**src/rtl/mux8_arb_pkg.sv**
```systemverilog
`default_nettype none
// +------------------------------------------------------------------+
// | Package : mux8_arb_pkg                                           |
// | Shared state encoding, sizes and helpers for mux8_rr_arbiter.    |
// | Rev 1.0 : initial release                                        |
// +------------------------------------------------------------------+
package mux8_arb_pkg;

    localparam int N_REQ = 8;
    localparam int SEL_W = 3;

    typedef enum logic [1:0] {
        ST_IDLE  = 2'd0,
        ST_GRANT = 2'd1,
        ST_GAP   = 2'd2
    } arb_state_t;

    function automatic logic [N_REQ-1:0] onehot8(input logic [SEL_W-1:0] idx);
        logic [N_REQ-1:0] v;
        v = '0;
        v[idx] = 1'b1;
        return v;
    endfunction

endpackage
`default_nettype wire

```
**src/rtl/mux_8x1.sv**
```systemverilog
`default_nettype none
// +------------------------------------------------------------------+
// | Module  : mux_8x1                                                |
// | Single-bit 8:1 multiplexer; o = i[s].                            |
// | Rev 1.0 : initial release                                        |
// +------------------------------------------------------------------+
module mux_8x1 (
    input  logic [7:0] i,
    input  logic [2:0] s,
    output logic       o
);

    assign o = i[s];

endmodule
`default_nettype wire

```
**src/rtl/rr_pick.sv**
```systemverilog
`default_nettype none
// +------------------------------------------------------------------+
// | Module  : rr_pick                                                |
// | Round-robin pick: first set req bit scanning ptr+1 .. ptr+8.     |
// | Rev 1.0 : initial release                                        |
// +------------------------------------------------------------------+
module rr_pick
    import mux8_arb_pkg::*;
(
    input  logic [N_REQ-1:0] req,
    input  logic [SEL_W-1:0] ptr,
    output logic             found,
    output logic [SEL_W-1:0] idx
);

    // The last candidate (k = N_REQ) wraps back to ptr itself, which lets a
    // sole requester be re-granted after its own release.
    always_comb begin
        found = 1'b0;
        idx   = ptr;
        for (int k = 1; k <= N_REQ; k++) begin
            if (!found && req[ptr + SEL_W'(k)]) begin
                found = 1'b1;
                idx   = ptr + SEL_W'(k);
            end
        end
    end

endmodule
`default_nettype wire

```
**src/rtl/mux8_rr_arbiter.sv**
```systemverilog
`default_nettype none
// +------------------------------------------------------------------+
// | Module  : mux8_rr_arbiter                                        |
// | Round-robin burst-limited arbiter sharing one mux_8x1 datapath.  |
// | Option  : MUX8_RR_ARBITER_LOCK_EN adds a per-requester lock input|
// | Rev 1.0 : initial release                                        |
// +------------------------------------------------------------------+
module mux8_rr_arbiter
    import mux8_arb_pkg::*;
#(
    parameter int MAX_BURST = 4,
    parameter int CNT_W     = 8,
    parameter int GAP       = 0
) (
`ifdef MUX8_RR_ARBITER_LOCK_EN
    input  logic [7:0] lock,
`endif
    input  logic       clk,
    input  logic       rst,
    input  logic [7:0] req,
    input  logic [7:0] i,
    output logic [7:0] gnt,
    output logic [2:0] s,
    output logic       o,
    output logic       o_vld,
    output logic       busy
);

    localparam logic [CNT_W-1:0] c_max = CNT_W'(MAX_BURST);
    localparam logic [CNT_W-1:0] c_one = CNT_W'(1);

    arb_state_t         r_state, w_state_n;
    logic [CNT_W-1:0]   r_cnt,   w_cnt_n;
    logic [SEL_W-1:0]   r_ptr,   w_ptr_n;
    logic [SEL_W-1:0]   r_s,     w_s_n;
    logic [N_REQ-1:0]   r_gnt,   w_gnt_n;
    logic               r_o, r_o_vld;
    logic               w_found, w_mux_o, w_req_s, w_lock_s, w_hold;
    logic [SEL_W-1:0]   w_idx;

`ifdef MUX8_RR_ARBITER_LOCK_EN
    assign w_lock_s = lock[r_s];
`else
    assign w_lock_s = 1'b0;
`endif

    assign w_req_s = req[r_s];
    // A lock only defeats the burst limit; dropping req still releases.
    assign w_hold  = w_req_s && ((r_cnt < c_max) || w_lock_s);

    // ptr always equals s while granting, so one picker serves every state.
    rr_pick u_pick (
        .req   (req),
        .ptr   (r_ptr),
        .found (w_found),
        .idx   (w_idx)
    );

    mux_8x1 u_mux (
        .i (i),
        .s (r_s),
        .o (w_mux_o)
    );

    always_comb begin
        w_state_n = r_state;
        w_cnt_n   = r_cnt;
        w_ptr_n   = r_ptr;
        w_s_n     = r_s;
        w_gnt_n   = r_gnt;
        case (r_state)
            ST_IDLE, ST_GAP: begin
                if (w_found) begin
                    w_state_n = ST_GRANT;
                    w_gnt_n   = onehot8(w_idx);
                    w_s_n     = w_idx;
                    w_ptr_n   = w_idx;
                    w_cnt_n   = c_one;
                end else begin
                    w_state_n = ST_IDLE;
                    w_gnt_n   = '0;
                    w_cnt_n   = '0;
                end
            end
            ST_GRANT: begin
                if (w_hold) begin
                    if (r_cnt < c_max) begin
                        w_cnt_n = r_cnt + c_one;
                    end
                end else if (GAP != 0) begin
                    w_state_n = ST_GAP;
                    w_gnt_n   = '0;
                    w_cnt_n   = '0;
                end else if (w_found) begin
                    w_gnt_n   = onehot8(w_idx);
                    w_s_n     = w_idx;
                    w_ptr_n   = w_idx;
                    w_cnt_n   = c_one;
                end else begin
                    w_state_n = ST_IDLE;
                    w_gnt_n   = '0;
                    w_cnt_n   = '0;
                end
            end
            default: begin
                w_state_n = ST_IDLE;
                w_gnt_n   = '0;
                w_cnt_n   = '0;
            end
        endcase
    end

    always_ff @(posedge clk) begin
        if (rst) begin
            r_state <= ST_IDLE;
            r_cnt   <= '0;
            r_ptr   <= SEL_W'(N_REQ - 1);
            r_s     <= '0;
            r_gnt   <= '0;
            r_o     <= 1'b0;
            r_o_vld <= 1'b0;
        end else begin
            r_state <= w_state_n;
            r_cnt   <= w_cnt_n;
            r_ptr   <= w_ptr_n;
            r_s     <= w_s_n;
            r_gnt   <= w_gnt_n;
            r_o_vld <= |r_gnt;
            if (|r_gnt) begin
                r_o <= w_mux_o;
            end
        end
    end

    assign gnt   = r_gnt;
    assign s     = r_s;
    assign o     = r_o;
    assign o_vld = r_o_vld;
    assign busy  = (r_state != ST_IDLE);

endmodule
`default_nettype wire

```
**config.mk**
```make
export PLATFORM = sky130hd
export DESIGN_NAME = mux8_rr_arbiter
export DESIGN_NICKNAME = d
export VERILOG_FILES = /design/src/rtl/mux8_arb_pkg.sv /design/src/rtl/mux_8x1.sv /design/src/rtl/rr_pick.sv /design/src/rtl/mux8_rr_arbiter.sv
export SDC_FILE = /design/constraint.sdc
export NUM_CORES = 1
export LEC_CHECK = 0
export ABC_AREA = 1
export CAP_MARGIN = 20
export CORE_MARGIN = 2
export CORE_UTILIZATION = 57
export CTS_CLUSTER_DIAMETER = 30
export DETAILED_ROUTE_END_ITERATION = 10
export DONT_BUFFER_PORTS = 1
export PLACE_DENSITY_LB_ADDON = 0.25
export SETUP_SLACK_MARGIN = 0.5
export SLEW_MARGIN = 30
export SYNTH_ARGS = -nofsm -noshare
export SYNTH_HDL_FRONTEND = slang
export SYNTH_SLANG_ARGS = --single-unit
```
**constraint.sdc**
```tcl
create_clock -name clk -period 2.7 [get_ports clk]
set_clock_uncertainty 0.2 [all_clocks]
set_input_delay 0.54 -clock clk [delete_from_list [all_inputs] [get_ports clk]]
set_output_delay 0.54 -clock clk [all_outputs]
set_load 0.005 [all_outputs]
```
After elaboration in Yosys (flattened, before gate mapping):

Index checks and enable logic that the tools add are counted.

* bitwise operators: 0
* $lt $le $gt $ge: 12
* equal/unequal tests: 5
* shifts and indexed selects: 0
* div/mod/pow operators: 0
* mux-type cells: 55
* reduce and logical (&&, ||, !) cells: 23
* multipliers: 0
* add/subtract/negate cells: 8

Operators with widths (number)
* $lt A3 B4 Y1 const B: 10
* $mux W3: 12
* $mux W8: 4
* $pmux W8 S2: 2
* $bmux W1 S3: 10
* $mux W1: 21
* $add A3 B3 Y3 const B: 4
* $pmux W3 S2: 2
* $logic_and A1 B1 Y1: 9
* $add A8 B1 Y8 const B: 1
* $lt A8 B3 Y1 const B: 1
* $reduce_or A8 Y1: 1
* $logic_not A1 Y1: 7
* $add A3 B2 Y3 const B: 2
* $mux W2: 2
* $ne A2 B2 Y1 const B: 2
* $pmux W2 S2: 1
* $reduce_and A2 Y1: 2
* $reduce_bool A2 Y1: 2
* $add A3 B1 Y3 const B: 1
* $demux W1 S3: 1
* $ge A3 B1 Y1 const B: 1
* $ne A3 B3 Y1 const B: 1
* $eq A2 B1 Y1 const B: 1
* other kinds (3): 3

* memories kept: 0
* output and inout bits: 14
* bits in read-only memories: 0
* bits in registers: 26
* RAM bits: 0
* bits in latches: 0
* word-level logic and storage cells: 110

Logic depth before layout (Yosys ltp):

Gate-level depths: netlist of run 1.

* depth in word-level cells: 32
* depth in mapped cells: 20

By module:

From an unflattened synthesis of run 1, not the netlist that was laid out.

* cell total of the unflattened synthesis: 292
* area total of the unflattened synthesis: 1946.9 um^2

By module, submodules not included
* mux8_rr_arbiter: area each 1019.7 um^2, instances 1, cells an instance 126
* rr_pick: area each 817.0 um^2, instances 1, cells an instance 138
* mux_8x1: area each 110.1 um^2, instances 1, cells an instance 28

Worst setup path before layout of run 1:

No wires, ideal clock.

* path type: register to register
* from: reg r_ptr[1]
* to: reg r_gnt[6] (netlist: gnt[6])
* required time: 2.387 ns
* path buffers: 1
* arrival: 2.308 ns
* path slack: 0.079 ns
* stages on the path, launching flop included: 18
* period minus slack after synthesis: 2.621 ns
* setup time: 0.113 ns
* path through: dfxtp_1 -> buf_2 -> inv_2 -> ha_1 -> inv_1 -> nand3_2 -> nand3_2 -> nand2_4 -> nor2_4 -> nand4_4 -> nor2_4 -> nand3_2 -> nand2_2 -> inv_2 -> nand2_2 -> nor2_4 -> nand3_1 -> nand2_1

* word-level cells in the longest chain between the ends: 32

Ends and longest elaborated chain
* start: declaration: line mux8_rr_arbiter.sv:34 `logic [SEL_W-1:0] r_ptr, w_ptr_n;`
* start signal: assignment: line mux8_rr_arbiter.sv:117 `r_ptr <= SEL_W'(N_REQ - 1);`
* start signal: assignment: line mux8_rr_arbiter.sv:125 `r_ptr <= w_ptr_n;`
* $add A3 B1 Y3: line rr_pick.sv:22, rr_pick.sv:24
* $bmux W1 S3: line rr_pick.sv:22 `if (!found && req[ptr + SEL_W'(k)]) begin`
* $mux W1 (implied by the code): line rr_pick.sv:22
* $mux W1: line rr_pick.sv:22
* $logic_not A1 Y1: line rr_pick.sv:22
* $logic_and A1 B1 Y1: line rr_pick.sv:22
* $mux W1: line rr_pick.sv:22
* $logic_not A1 Y1: line rr_pick.sv:22
* [16 not listed]
* $mux W3: line rr_pick.sv:22
* $lt A3 B4 Y1 (implied by the code) / $ge A3 B1 Y1 (equally long branches): line mux8_arb_pkg.sv:21 `v[idx] = 1'b1;`
* $logic_and A1 B1 Y1 (implied by the code): line mux8_arb_pkg.sv:21
* $mux W1 (implied by the code): line mux8_arb_pkg.sv:21
* $demux W1 S3: line mux8_arb_pkg.sv:21
* $mux W8 (*): line mux8_rr_arbiter.sv:73, mux8_rr_arbiter.sv:94
* $mux W8: line mux8_rr_arbiter.sv:86 `if (w_hold) begin`
* $pmux W8 S2 (*): line mux8_rr_arbiter.sv:71 `case (r_state)`
* end signal: assignment: line mux8_rr_arbiter.sv:127 `r_gnt <= w_gnt_n;`
* end: declaration: line mux8_rr_arbiter.sv:36 `logic [N_REQ-1:0] r_gnt, w_gnt_n;`

Every way passes the cells marked *; elsewhere a longest branch is shown, timed or not. The select of a mux whose other input is x is not followed.
A chain may end at the register's enable or synchronous reset.

Worst setup path in the final report of run 1:

* from: reg r_ptr[0]
* to: reg r_gnt[3] (netlist: gnt[3])

The elaborated chain is that of the path after synthesis.

==> results of run 1 <==
-- metal layers --
layer / routed length [um] / part of all wire (%)
met1: 2039 / 45
met5: 0 / 0
met4: 61 / 1.3
met2: 2081 / 45
met3: 400 / 8.7
-- layout make-up --
type,instances,area [um2]
inverters,23,106.4
flip-flops and latches,25,508.0
repair buffers,15,112.6
fillers,267,913.4
well taps,44,55.05
multi-input cells,228,1305
clock buffers,3,22.52
clock inverters,1,5.005
-- per-stage QoR --
stage | area, um2 | utilization, %
floorplan | 1926 | -
global placement | 1978 | 65.33
detailed placement | 1978 | 65.33
CTS | 2078 | 68.64
global route | 2115 | 69.83
finish | 2115 | 69.83
-- registers in the layout, summed over array words and instances, names as in the netlist --
name,cells
gnt,8
r_ptr,3
s,3
r_cnt,8
o_vld,1
r_state,1
o,1
-- path summary, 6_finish.rpt --
check	start	endpoint	slack, ps	cells after the start
hold / removal	rst	s[2]	70	1
hold reg to reg	gnt[7]	gnt[7]	290	2
setup reg to reg	r_ptr[0]	gnt[3]	280	15
setup / recovery	r_ptr[0]	gnt[3]	280	15
-- synth_stat cells --
| library cell | instances | share of area, % |
|---|---|---|
| conb_1 | 1 | 0.21 |
| nor2_1 | 22 | 4.6 |
| o21ai_0 | 7 | 1.9 |
| nor3_4 | 1 | 0.90 |
| clkinv_1 | 1 | 0.21 |
| nor2_2 | 2 | 0.69 |
| dfxtp_1 | 25 | 28 |
| o21ai_1 | 1 | 0.28 |
| nand2_4 | 3 | 1.9 |
| o211a_1 | 1 | 0.55 |
| and2_1 | 1 | 0.35 |
| inv_2 | 3 | 0.62 |
| buf_4 | 3 | 1.2 |
| nor2_4 | 3 | 1.9 |
| nor3_1 | 1 | 0.28 |
| ha_1 | 3 | 2.1 |
| a21oi_1 | 4 | 1.1 |
| buf_6 | 1 | 0.62 |
| xor2_1 | 1 | 0.49 |
| a31oi_1 | 3 | 1.0 |
| nand2_1 | 99 | 21 |
| o32ai_1 | 1 | 0.49 |
| mux2i_1 | 1 | 0.55 |
| buf_2 | 3 | 0.83 |
| nand3_1 | 36 | 10 |
| inv_1 | 19 | 4.0 |
| a32oi_1 | 1 | 0.49 |
| nand4_4 | 1 | 1.2 |
| xnor2_1 | 3 | 1.5 |
| nand4_1 | 2 | 0.69 |
| nand3_2 | 9 | 5.0 |
| nor4_1 | 2 | 0.69 |
| nand2_2 | 12 | 4.2 |
| o211ai_1 | 3 | 1.2 |
-- cell families (layout without fill, tap and decap cells) --
logic type | count (synthesis) | in the layout | share of synthesized area [%]
AND/OR/NAND/NOR | 194 | 194 | 52.84
buffers and inverters | 30 | 42 | 7.489
flip-flops | 25 | 25 | 27.74
AO/OA/AOI/OAI | 21 | 21 | 7.143
XOR/XNOR | 4 | 4 | 1.942
adder cells (fa/ha/maj) | 3 | 3 | 2.081
other | 1 | 5 | 0.2078
multiplexers | 1 | 1 | 0.5548
-- what timing repair did --
| item | 4_1_cts | 5_1_grt |
|---|---|---|
| setup endpoints to repair | 16 | 16 |
| buffers inserted | 6 | 2 |
| gates cloned | 0 | 0 |
| resized for setup | 8 | 7 |
| pin swaps | 5 | 4 |
| hold endpoints to repair | 0 | 0 |
-- cells in the final DEF (no fill, tap or decap), types with 2 or more instances in the layout --
cell type and count:
nor2_2 3, dfxtp_4 2, nand2_1 96, nor2_4 4, o21ai_0 7, nor4_1 2
xnor2_1 3, nand2_4 7, nand3_4 6, nand3_1 32, a21oi_1 3, o211ai_1 3
nand3_2 7, a31oi_1 3, nand2_2 11, dfxtp_1 23, conb_1 5, nor2_1 20
buf_4 15, inv_6 2, inv_1 18, nand4_1 2, clkbuf_4 3
==> results.json, run 1 <==
{
  "busiest_layer": "met2",
  "ys_seq_area_share_pct": 27.74,
  "detail_route.vias_per_cell": 5.599,
  "wl_per_cell_um": 13.52,
  "overflow": 0,
  "fmax_mhz": 412.9,
  "worst_hold_slack_ps": 72.49,
  "cts_buffer_depth": 2,
  "diodes": 0,
  "placed_cells": 327,
  "hp-class": "in2reg",
  "syn_area_per_cell_um2": 6.467,
  "status": "finished clean",
  "drt_pass1_iterations": 4,
  "clk_pin_slew_ps": 130,
  "fp.dieH_um": 60.26,
  "use_met2_pct": 42.86,
  "syn_inst": 279,
  "tritoncts": "done",
  "synth-seq-cells": 25,
  "critPathLaunchType": "flip-flop",
  "final_layout_size_suffix_gt1_share_pct": 23.05,
  "die_w_um": 60.26,
  "cts-root-buf": "clkbuf_4",
  "hold_buffers": 0,
  "totalWireLength_um": 4582,
  "grt_pass1_vias": 1708,
  "rsz0062_at_grt": "true",
  "required_ps": 2760,
  "clock_sinks": 25,
  "routabilityCongestion": 0.9436,
  "drt_iter0_markers": 99,
  "drv_slew": 0,
  "place_ws_ps": 210.2,
  "postRouteAntennaNets": 0,
  "hold_violations": 0,
  "cts_made_buffers": 3,
  "core.rowCount": 20,
  "ios": 32,
  "fin_ws_ps": 277.8,
  "htreeDepth": 1,
  "grtUsageTotal_pct": 26.52,
  "critPathSlowestCell": "dfxtp_4",
  "fin_crit_sh_pct": 89.71,
  "grt_max_degree": 15,
  "slowest_delay_ps": 410,
  "cpLargestDelayFamily": "simple AND/OR/NAND/NOR gates",
  "maxCapViolations": 0,
  "core_area_um2": 3028,
  "setup_viol": 0,
  "use_met1_pct": 35.98,
  "crit_top_cell": "nand2_4",
  "start_util_pct": 59.59,
  "ys_types": 34,
  "arrival_ps": 2490,
  "portBuffers": 0,
  "dp_hpwl_um": 3648,
  "grtUsageMet3_pct": 6.926,
  "yosys_warnings": 0,
  "drc_errors": 0,
  "syn_area_um2": 1804,
  "tns_ps": 0,
  "antenna_found_initial": 0,
  "finalCriticalPeriod_ps": 2422,
  "critPathKind": "reg2reg",
  "die_area_um2": 3631,
  "final_nets": 317,
  "path_cells": "inv_4 > ha_4 > inv_6 > nand3_4 > nand3_4 > nand2_4 > nor2_4 > nand4_4 > nor2_4 > nand2_4 > nand2_4 > nand2_4 > nor3_4 > nand3_1 > nand2_1",
  "vias": 1898,
  "crit_buf_inv": 2,
  "clock_latency_ps": 310,
  "endpoint_kind": "flip-flop",
  "area_growth_pct": 17.20,
  "grt_pass1_wl_um": 7314,
  "final_cells": 339,
  "critPathMaxFanout": 6
}
Power of run 1 is not shown: default switching activity piles up to over one toggle a cycle in this logic, so the estimate is an artifact.
==> run 2: changes to the inputs <==
--- a/config.mk
+++ b/config.mk
@@ -9,7 +9,6 @@
 export CAP_MARGIN = 20
 export CORE_MARGIN = 2
 export CORE_UTILIZATION = 57
-export CTS_CLUSTER_DIAMETER = 30
 export DETAILED_ROUTE_END_ITERATION = 10
 export DONT_BUFFER_PORTS = 1
 export PLACE_DENSITY_LB_ADDON = 0.25
==> results of run 2 <==
No change in the layout: final DEF, timing and power equal those of run 1.
Power of run 2 is left out for the same reason.
==> run 3: changes to the inputs <==
--- a/config.mk
+++ b/config.mk
@@ -11,9 +11,9 @@
 export CORE_UTILIZATION = 57
 export DETAILED_ROUTE_END_ITERATION = 10
 export DONT_BUFFER_PORTS = 1
+export HOLD_SLACK_MARGIN = 0.06
 export PLACE_DENSITY_LB_ADDON = 0.25
 export SETUP_SLACK_MARGIN = 0.5
-export SLEW_MARGIN = 30
 export SYNTH_ARGS = -nofsm -noshare
 export SYNTH_HDL_FRONTEND = slang
 export SYNTH_SLANG_ARGS = --single-unit
==> results.json, run 3 (same netlist as run 1, synthesis figures left out) <==
{
  "tritoncts": "done",
  "portBuffers": 0,
  "arrival_ps": 2480,
  "vias": 1887,
  "finalCriticalPeriod_ps": 2418,
  "final_nets": 318,
  "ios": 32,
  "drc_errors": 0,
  "crit_buf_inv": 2,
  "cts-root-buf": "clkbuf_4",
  "drt_iter0_markers": 100,
  "die_w_um": 60.26,
  "clock_latency_ps": 310,
  "critPathMaxFanout": 6,
  "path_cells": "inv_4 > ha_4 > inv_6 > nand3_4 > nand3_4 > nand2_4 > nor2_4 > nand4_4 > nor2_4 > nand2_4 > nand2_4 > nand2_4 > nor3_4 > nand3_1 > nand2_1",
  "startpoint": "r_ptr[0]",
  "core.rowCount": 20,
  "diodes": 0,
  "area_growth_pct": 17.75,
  "die_area_um2": 3631,
  "setup_viol": 0,
  "totalWireLength_um": 4549,
  "critPathSlowestCell": "dfxtp_4",
  "critPathLaunchType": "flip-flop",
  "cts_made_buffers": 3,
  "required_ps": 2760,
  "slowest_delay_ps": 410,
  "drt_pass1_iterations": 5,
  "final_cell_mix": "96 x nand2_1, 32 x nand3_1, 23 x dfxtp_1",
  "cpLargestDelayFamily": "simple AND/OR/NAND/NOR gates",
  "hp-start": "rst",
  "grt_pass1_vias": 1708,
  "postRouteAntennaNets": 0,
  "grtUsageTotal_pct": 26.52,
  "routabilityCongestion": 0.9436,
  "grt_max_degree": 15,
  "drv_slew": 0,
  "endpoint_kind": "flip-flop",
  "fill_cells": 265,
  "dp_hpwl_um": 3648,
  "status": "finished clean",
  "clock_sinks": 25,
  "fmax_mhz": 413.5,
  "rsz0062_at_grt": "true",
  "critPathKind": "reg2reg",
  "htreeDepth": 1,
  "grt_pass1_wl_um": 7314,
  "overflow": 0,
  "detail_route.vias_per_cell": 5.550,
  "final_common_cell": "nand2_1",
  "fin_crit_sh_pct": 89.57,
  "crit_top_cell": "nand2_4",
  "start_util_pct": 59.59,
  "final_layout_size_suffix_gt1_share_pct": 22.97,
  "core_area_um2": 3028,
  "clk_pin_slew_ps": 130,
  "wl_per_cell_um": 13.38,
  "hp-class": "in2reg",
  "antenna_found_initial": 0,
  "fp.dieH_um": 60.26,
  "multiInputGateArea_um2": 1305,
  "rr_startpoint": "r_ptr[0]",
  "maxCapViolations": 0,
  "tns_ps": 0,
  "final-seq-area_um2": 508.0,
  "hold_violations": 0,
  "cts_buffer_depth": 2
}
[run 3: cell count changes in the layout (fill, tap and decap cells not counted), sizes merged]
cell | before | now
dlygate4sd3 | 0 | 1
[run 3: repair_timing]
item	CTS	global route
hold endpoints to repair	0	2
setup endpoints to repair	16	16
setup buffers	6	2
gates resized for setup	8	7
hold buffers	0	1
cloned	0	0
pin swaps	5	4
[run 3: per-layer routing]
metal | up-vias | wire length [um] | GRT usage (%)
met5 | - | 0 | 0
met4 | 0 | 25 | 4.127
met3 | 4 | 418 | 6.926
met2 | 82 | 2092 | 42.86
met1 | 858 | 2013 | 35.98
li1 | 943 | - | -
[run 3: path summary, 6_finish.rpt]
kind	endpoint	slack [ps]	cells past startpoint
setup / recovery	gnt[3]	280	15
hold / removal	s[0]	70	1
setup reg to reg	gnt[3]	280	15
hold reg to reg	gnt[7]	290	2
[run 3: cell type report]
cell class	instances	share of cell area, %
clock buffer	3	1.060
clock inverter	1	0.2356
inverter	23	5.006
multi-input combinational	228	61.43
sequential	25	23.91
tap	44	2.591
timing repair buffer	16	5.772
[run 3: worst reg2reg max path: stages, from the launching register on]
cell and delay (ps):
dfxtp_4 410, inv_4 50, ha_4 280, inv_6 100, nand3_4 80, nand3_4 100, nand2_4 70, nor2_4 150
nand4_4 130, nor2_4 200, nand2_4 100, nand2_4 90, nand2_4 70, nor3_4 170, nand3_1 100, nand2_1 70
[run 3: metrics by stage]
step	hold WS (ps)	setup WS, ps	instances	util [%]	area (um2)
finish	73.53	281.7	340	70.17	2125
floorplan	229.0	399.8	283	-	1926
CTS	65.07	274.9	337	68.64	2078
global placement	249.5	250.9	327	65.33	1978
detailed placement	276.6	210.2	327	65.33	1978
global route	60.98	111.5	340	70.17	2125
Power of run 3 is left out for the same reason.
